File: config.mk
export PLATFORM = sky130hd
export DESIGN_NAME = sha256_msg_sched_flat
export DESIGN_NICKNAME = d
export VERILOG_FILES = /design/src/rtl/sha256_pkg.sv /design/src/rtl/sha256_msg_sched_if.sv /design/src/rtl/sha256_small_sigma.sv /design/src/rtl/sha256_msg_sched.sv /design/src/flat_wrapper.sv
export SDC_FILE = /design/constraint.sdc
export NUM_CORES = 1
export LEC_CHECK = 0
export BUFFER_PORTS_ARGS = -buffer_cell sky130_fd_sc_hd__buf_2
export CAP_MARGIN = 20
export CORE_ASPECT_RATIO = 0.75
export CORE_MARGIN = 2
export CORE_UTILIZATION = 35
export DETAILED_ROUTE_END_ITERATION = 12
export MAX_ROUTING_LAYER = met4
export PLACE_DENSITY_LB_ADDON = 0.15
export SLEW_MARGIN = 20
export SYNTH_ARGS = -nofsm -noshare
export SYNTH_HDL_FRONTEND = slang
export SYNTH_HIERARCHICAL = 1
export SYNTH_SLANG_ARGS = --single-unit
File: constraint.sdc
create_clock -name i_clk -period 7.93 [get_ports i_clk]
set_input_delay 1.9825 -clock i_clk [delete_from_list [all_inputs] [get_ports i_clk]]
set_output_delay 1.9825 -clock i_clk [all_outputs]
set_load 0.01 [all_outputs]
File: src/rtl/sha256_pkg.sv
// rtl/sha256_pkg.sv - shared SHA-256 constants, types and small-sigma functions
package sha256_pkg;

  localparam int SHA256_ROUNDS = 64;
  localparam int SCHED_WORDS   = 16;
  localparam int WORD_W        = 32;

  localparam logic [5:0] LAST_ROUND = 6'(SHA256_ROUNDS - 1);

  typedef logic [WORD_W-1:0] word_t;

  typedef enum logic {
    ST_IDLE = 1'b0,
    ST_RUN  = 1'b1
  } sched_state_t;

  function automatic word_t sigma0_small(input word_t x);
    return {x[6:0], x[31:7]} ^ {x[17:0], x[31:18]} ^ {3'b000, x[31:3]};
  endfunction

  function automatic word_t sigma1_small(input word_t x);
    return {x[16:0], x[31:17]} ^ {x[18:0], x[31:19]} ^ {10'b0, x[31:10]};
  endfunction

endpackage

File: src/rtl/sha256_msg_sched_if.sv
// rtl/sha256_msg_sched_if.sv - block-in / schedule-word-out bus of the message scheduler
interface sha256_msg_sched_if;
  import sha256_pkg::*;

  logic                          i_start;
  logic [SCHED_WORDS*WORD_W-1:0] i_block;
  logic                          i_hold;
  logic [6:0]                    o_coef_num;
  word_t                         o_w;
  logic [5:0]                    o_round;
  logic                          o_valid;
  logic                          o_last;
  logic                          o_busy;

  modport master (
    output i_start, i_block, i_hold,
    input  o_coef_num, o_w, o_round, o_valid, o_last, o_busy
  );

  modport slave (
    input  i_start, i_block, i_hold,
    output o_coef_num, o_w, o_round, o_valid, o_last, o_busy
  );

endinterface

File: src/rtl/sha256_small_sigma.sv
// rtl/sha256_small_sigma.sv - combinational SHA-256 small sigma0/sigma1 of one word
module sha256_small_sigma
  import sha256_pkg::*;
(
  input  word_t x,
  output word_t s0,
  output word_t s1
);

  assign s0 = sigma0_small(x);
  assign s1 = sigma1_small(x);

endmodule

File: src/rtl/sha256_msg_sched.sv
// rtl/sha256_msg_sched.sv - expands one 512-bit block into W[0..63] aligned with the K ROM
module sha256_msg_sched
  import sha256_pkg::*;
(
  input  logic               i_clk,
  input  logic               i_rst_n,
  sha256_msg_sched_if.slave  bus
);

  sched_state_t r_state, w_state_nxt;
  word_t        r_win [SCHED_WORDS];
  word_t        w_win_nxt [SCHED_WORDS];
  logic [5:0]   r_t, w_t_nxt;
  logic [6:0]   r_coef_num, w_coef_nxt;
  word_t        r_w, w_w_nxt;
  logic [5:0]   r_round, w_round_nxt;
  logic         r_valid, w_valid_nxt;
  logic         r_last, w_last_nxt;

  word_t w_s0_win1;
  word_t w_s1_win14;
  word_t w_s1_win1_unused;
  word_t w_s0_win14_unused;
  word_t w_new;

  sha256_small_sigma u_sigma_win1 (
    .x  (r_win[1]),
    .s0 (w_s0_win1),
    .s1 (w_s1_win1_unused)
  );

  sha256_small_sigma u_sigma_win14 (
    .x  (r_win[14]),
    .s0 (w_s0_win14_unused),
    .s1 (w_s1_win14)
  );

  assign w_new = w_s1_win14 + r_win[9] + w_s0_win1 + r_win[0];

  always_comb begin
    w_state_nxt = r_state;
    w_win_nxt   = r_win;
    w_t_nxt     = r_t;
    w_coef_nxt  = r_coef_num;
    w_w_nxt     = r_w;
    w_round_nxt = r_round;
    w_valid_nxt = 1'b0;
    w_last_nxt  = 1'b0;

    case (r_state)
      ST_IDLE: begin
        // ROM address parked on 0 so K[0] is already latched when W[0] leaves
        w_coef_nxt = 7'd0;
        if (bus.i_start) begin
          for (int k = 0; k < SCHED_WORDS; k++) begin
            w_win_nxt[k] = bus.i_block[(SCHED_WORDS-1-k)*WORD_W +: WORD_W];
          end
          w_t_nxt     = 6'd0;
          w_state_nxt = ST_RUN;
        end
      end
      ST_RUN: begin
        if (!bus.i_hold) begin
          w_w_nxt     = r_win[0];
          w_round_nxt = r_t;
          w_valid_nxt = 1'b1;
          w_last_nxt  = (r_t == LAST_ROUND);
          for (int k = 0; k < SCHED_WORDS-1; k++) begin
            w_win_nxt[k] = r_win[k+1];
          end
          w_win_nxt[SCHED_WORDS-1] = w_new;
          if (r_t != LAST_ROUND) begin
            w_t_nxt    = r_t + 6'd1;
            w_coef_nxt = {1'b0, r_t + 6'd1};
          end else begin
            w_coef_nxt  = 7'd0;
            w_state_nxt = ST_IDLE;
          end
        end
      end
      default: begin
        w_state_nxt = ST_IDLE;
        w_coef_nxt  = 7'd0;
      end
    endcase
  end

  always_ff @(posedge i_clk or negedge i_rst_n) begin
    if (!i_rst_n) begin
      r_state    <= ST_IDLE;
      for (int k = 0; k < SCHED_WORDS; k++) begin
        r_win[k] <= '0;
      end
      r_t        <= '0;
      r_coef_num <= '0;
      r_w        <= '0;
      r_round    <= '0;
      r_valid    <= 1'b0;
      r_last     <= 1'b0;
    end else begin
      r_state    <= w_state_nxt;
      r_win      <= w_win_nxt;
      r_t        <= w_t_nxt;
      r_coef_num <= w_coef_nxt;
      r_w        <= w_w_nxt;
      r_round    <= w_round_nxt;
      r_valid    <= w_valid_nxt;
      r_last     <= w_last_nxt;
    end
  end

  assign bus.o_coef_num = r_coef_num;
  assign bus.o_w        = r_w;
  assign bus.o_round    = r_round;
  assign bus.o_valid    = r_valid;
  assign bus.o_last     = r_last;
  assign bus.o_busy     = (r_state == ST_RUN);

endmodule
File: src/flat_wrapper.sv
// flat-port wrapper written by rule: the top's interface ports become plain ports
module sha256_msg_sched_flat import sha256_pkg::*;
  (i_clk, i_rst_n, bus_i_start, bus_i_block, bus_i_hold, bus_o_coef_num, bus_o_w, bus_o_round, bus_o_valid, bus_o_last, bus_o_busy);
  sha256_msg_sched_if bus_i ();
  input  logic i_clk;
  input  logic i_rst_n;
  input wire logic [$bits(bus_i.i_start)-1:0] bus_i_start;
  input wire logic [$bits(bus_i.i_block)-1:0] bus_i_block;
  input wire logic [$bits(bus_i.i_hold)-1:0] bus_i_hold;
  output wire logic [$bits(bus_i.o_coef_num)-1:0] bus_o_coef_num;
  output wire logic [$bits(bus_i.o_w)-1:0] bus_o_w;
  output wire logic [$bits(bus_i.o_round)-1:0] bus_o_round;
  output wire logic [$bits(bus_i.o_valid)-1:0] bus_o_valid;
  output wire logic [$bits(bus_i.o_last)-1:0] bus_o_last;
  output wire logic [$bits(bus_i.o_busy)-1:0] bus_o_busy;
  assign bus_i.i_start = bus_i_start;
  assign bus_i.i_block = bus_i_block;
  assign bus_i.i_hold = bus_i_hold;
  assign bus_o_coef_num = bus_i.o_coef_num;
  assign bus_o_w = bus_i.o_w;
  assign bus_o_round = bus_i.o_round;
  assign bus_o_valid = bus_i.o_valid;
  assign bus_o_last = bus_i.o_last;
  assign bus_o_busy = bus_i.o_busy;
  sha256_msg_sched u_core (.i_clk(i_clk), .i_rst_n(i_rst_n), .bus(bus_i));
endmodule
## Yosys cells after proc, flatten, opt, wreduce, memory -nomap -nowiden

Index checks and enable logic that the tools add are counted.
W data, S select, Z words.

| word-level totals | value |
|---|---|
| register bits after elaboration | 566 |
| input bits | 516 |
| output and inout port bits | 48 |

| cells by class | value |
|---|---|
| $add $sub $neg | 4 |
| eq/ne operators | 5 |
| mux-type cells | 18 |
| bitwise logic cells | 6 |
| reductions and logical operators | 3 |

Operators by type and width:

| kind | count |
|---|---|
| $mux W512 | 2 |
| $pmux W512 S2 | 1 |
| $add A32 B32 Y32 | 3 |
| $xor A32 B32 Y32 | 2 |
| $xor A32 B22 Y32 | 1 |
| $xor A32 B29 Y32 | 1 |
| $mux W6 | 4 |
| $pmux W7 S2 | 1 |
| $pmux W6 S2 | 1 |
| $mux W1 | 7 |
| $mux W7 | 1 |
| $add A6 B1 Y6 const B | 1 |
| $eq A6 B6 Y1 const B | 1 |
| $ne A2 B2 Y1 const B | 3 |
| $ne A6 B6 Y1 const B | 1 |
| $reduce_and A2 Y1 | 2 |
| $reduce_and A3 Y1 | 1 |
| $not A1 Y1 | 2 |
| $pmux W1 S2 | 1 |

## Longest topological paths before layout

| depth | value |
|---|---|
| depth in word-level cells | 7 |
| gate-level depth with buffers | 15 |
| mapped depth without buffers | 14 |

## Modules after synthesis

The synthesis kept the hierarchy.

Modules (own cells, without submodules):

| module | instances | cells each | area an instance (sq um) |
|---|---|---|---|
| sha256_msg_sched | 1 | 2,928 | 29,016.6 |
| sha256_small_sigma | 2 | 91 | 1,486.4 |

## Least setup slack after synthesis

OpenSTA, ideal clock, no wires.

| timing path | value |
|---|---|
| kind | register -> register |
| start | reg u_core/r_win[456] (netlist bit) |
| end | reg u_core/r_win[29] (netlist bit) |
| library setup time | 0.130 ns |
| arrival | 3.682 ns |
| path slack | 4.117 ns |
| cell stages (with the launch flop) | 15 |
| clock period less this slack | 3.813 ns |
| cell sequence | dfrtp_1 xor3_1 inv_1 fa_1 inv_1 fa_1 ha_1 fa_1 a21oi_1 o211ai_1 a21oi_1 o21ai_0 a41oi_1 xor2_1 o21ai_1 |

| between the ends | value |
|---|---|
| word-level cells in the longest chain between the ends | 6 |

Ends and longest elaborated chain:

| element | RTL line | RTL |
|---|---|---|
| start: declaration | sha256_msg_sched.sv:11 | `word_t r_win [SCHED_WORDS];` |
| start signal: assignment | sha256_msg_sched.sv:102 | `r_win <= w_win_nxt;` |
| $xor A32 B32 Y32 | sha256_pkg.sv:18 | `return {x[6:0], x[31:7]} ^ {x[17:0], x[31:18]} ^ {3'b000, x[31:3]};` |
| $xor A32 B29 Y32 | sha256_pkg.sv:18 |  |
| net u_core.w_s0_win1[1] | sha256_msg_sched.sv:20 | `word_t w_s0_win1;` |
| $add A32 B32 Y32 (2 in a row) | sha256_msg_sched.sv:38 | `assign w_new = w_s1_win14 + r_win[9] + w_s0_win1 + r_win[0];` |
| $mux W512 | sha256_msg_sched.sv:63 | `if (!bus.i_hold) begin` |
| $pmux W512 S2 | sha256_msg_sched.sv:50 | `case (r_state)` |

The timed path passes the listed nets, and every way through them passes these cells. The select of a mux whose other input is x is not followed.
A chain may end at the register's enable or synchronous reset.

## Final worst setup path

Same ends and word-level chain as after synthesis.

==> metrics.md <==
| Metric | Value |
|---|---|
| Status | finished, final reports clean |
| FILL cells | 8772 |
| CP Cell Sequence | xor3_1 > inv_1 > fa_1 > inv_1 > fa_1 > ha_1 > fa_1 > a21oi_1 > o211ai_1 > a21oi_1 > o21ai_0 > a41oi_1 > xor2_1 > o21ai_1 |
| Final Max Slew Viols | 0 |
| Critical path class | reg2reg |
| First-pass GRT wire length | 155 mm |
| Clock skew | 0.0224 ns |
| PostCTS Resize Cnt | 0 |
| Minimum clock period | 4.37 ns |
| Hold buffer count at CTS | 0 |
| Die width | 346 microns |
| Worst setup SP type | flop |
| Post-Syn Area per Cell | 10.1 sq um |
| Hold Crit Depth | 2 |
| Core Region | 86300 sq um |
| Global route overflow | 0 |
| CTS buffer count | 66 |
| Vias per inst | 4.88 |
| Syn. warnings | 6 |
| Commonest non-fill, non-tap cell in the layout | nand2_1 |
| Dpl cells | 4523 |
| Area of the multi-input gates | 14500 sq um |
| Max Cap Viol | 0 |
| Crit path max fanout | 5 |
| RR Startpoint | u_core/r_win[456]$_DFFE_PN0P_ |
| Post-CTS Setup Repair Bufs | 0 |
| Max incr delay on CP | 0.46 ns |
| Full die area | 90000 sq um |
| Total GRT Usage | 24.4% |
| Fin util | 41.8% |
| Max Clk Rate | 229 MHz |
| Worst Hold Class | reg2reg |
| Clock sink total | 565 |
| Post-Place Setup Slack | 3.17 ns |
| Detail Placement HPWL | 82.2 mm |
| Top cell by count, worst path | fa_1 |
| Final Non-Filler Cells | 4680 |
| Mapped Cells | 3046 |
| HP Start | u_core/bus.o_round[5]$_DFFE_PN0P_ |
| FF/Latch Area | 14100 sq um |
| Setup tns final | 0 ns |
| CP Data Required Time | 8.38 ns |
| GP Congestion | 0.874 |
| Period utilization | 55.1% |
| Wire per inst | 22.9 microns |
| Row cnt | 93 |
| CTS H-tree lvls | 3 |
| RSZ-0062 raised after global routing | false |
| CP Buf/Inv Count | 2 |
| Worst Setup SP | u_core/r_win[456]$_DFFE_PN0P_ |
| Mapped Nets | 3656 |
| Initial DRC count | 1856 |
| I/O pin total | 564 |
| Routed WL | 107 mm |
| Stages on the worst setup path | 14 |
| Nets | 4061 |
| Worst-path clk slew | 0.06 ns |
| Final hold viol count | 0 |
| CTS tree | done |
| Clk_lat worst skew | 0.61 ns |
| Setup crit end kind | flop |
| CP top delay family | adder cells |
| Slowest cell on crit path | xor3_1 |
| Layout cells sized above 1 | 20.1% |
| Endpoints failing setup | 0 |
| Drc violations | 0 |
| Most frequent cells in the layout | nand2_1, dfrtp_1, buf_2, o21ai_0, mux2i_1 |
| Synthesized area | 30700 sq um |
| Clock root buffer | clkbuf_16 |
| WP data arrival | 4.82 ns |
| Overall die height | 260 microns |
| Drt pass-1 iters | 5 |
| Vias in the first global route | 22958 |
| Via count | 22819 |
| Number of I/O port buffers | 562 |
| Slew @ Worst Pin | 1.10 ns |
| Area grow syn2layout | 17.7% |
| Initial Util | 35.5% |
| Initial antenna violation count | 52 |
| Max_slew headroom | 26.7% |
| Post-route setup slack | 3.56 ns |
| Max clock buf depth | 3 |
| Largest net degree at the start of global routing | 267 |
| R2r worst-path depth | 14 |
| Final ANT Viol Nets | 0 |
-- sequential cells by signal, summed over array words and instances, names as in the netlist --
| name | flops |
|---|---|
| u_core/r_win | 512 |
| u_core/bus.o_w | 32 |
| u_core/bus.o_coef_num | 6 |
| u_core/bus.o_round | 6 |
| u_core/r_t | 6 |
| u_core/bus.o_busy | 1 |
| u_core/bus.o_last | 1 |
| u_core/bus.o_valid | 1 |
-- final timing paths --
| check | slack, ns | to |
|---|---|---|
| min reg2reg | 0.47 | u_core/bus.o_round[5]$_DFFE_PN0P_ |
| max in group asynchronous | 5.01 | u_core/r_win[226]$_DFFE_PN0P_ |
| min in group asynchronous | 1.43 | u_core/r_win[430]$_DFFE_PN0P_ |
| min | 0.47 | u_core/bus.o_round[5]$_DFFE_PN0P_ |
| max reg2reg | 3.56 | u_core/r_win[29]$_DFFE_PN0P_ |
| max | 3.56 | u_core/r_win[29]$_DFFE_PN0P_ |
-- final cells by class --
cell class	count	area share, %
diodes	41	0.284
clock inverters	17	0.433
repair buffers	585	8.61
clock buffers	99	5.42
inverters	184	1.91
well taps	1140	3.95
flip-flops and latches	565	39.2
multi-input cells	2049	40.2
-- worst min-delay path, stage by stage, from the launching register on --
cell     delay [ns]
dfrtp_1        0.33
nand2_1        0.05
nand2_1        0.05
-- metrics by stage --
step	hold slack [ns]	cell area, sq um
after CTS	0.474	36000
after detailed placement	0.460	33900
after floorplan	0.449	30700
after global routing	0.494	36100
after global placement	0.458	33900
final	0.469	36100
-- metal layers --
metal | share of wire, % | track usage [%]
met1 | 47 | 33.5
met2 | 44 | 35.7
met3 | 7.9 | 7.11
met4 | 1.5 | 4.88
met5 | 0 | -
Power is left out: the tool's default activity adds up to more than one toggle a clock period on the data nets, which glitch-free logic cannot reach.
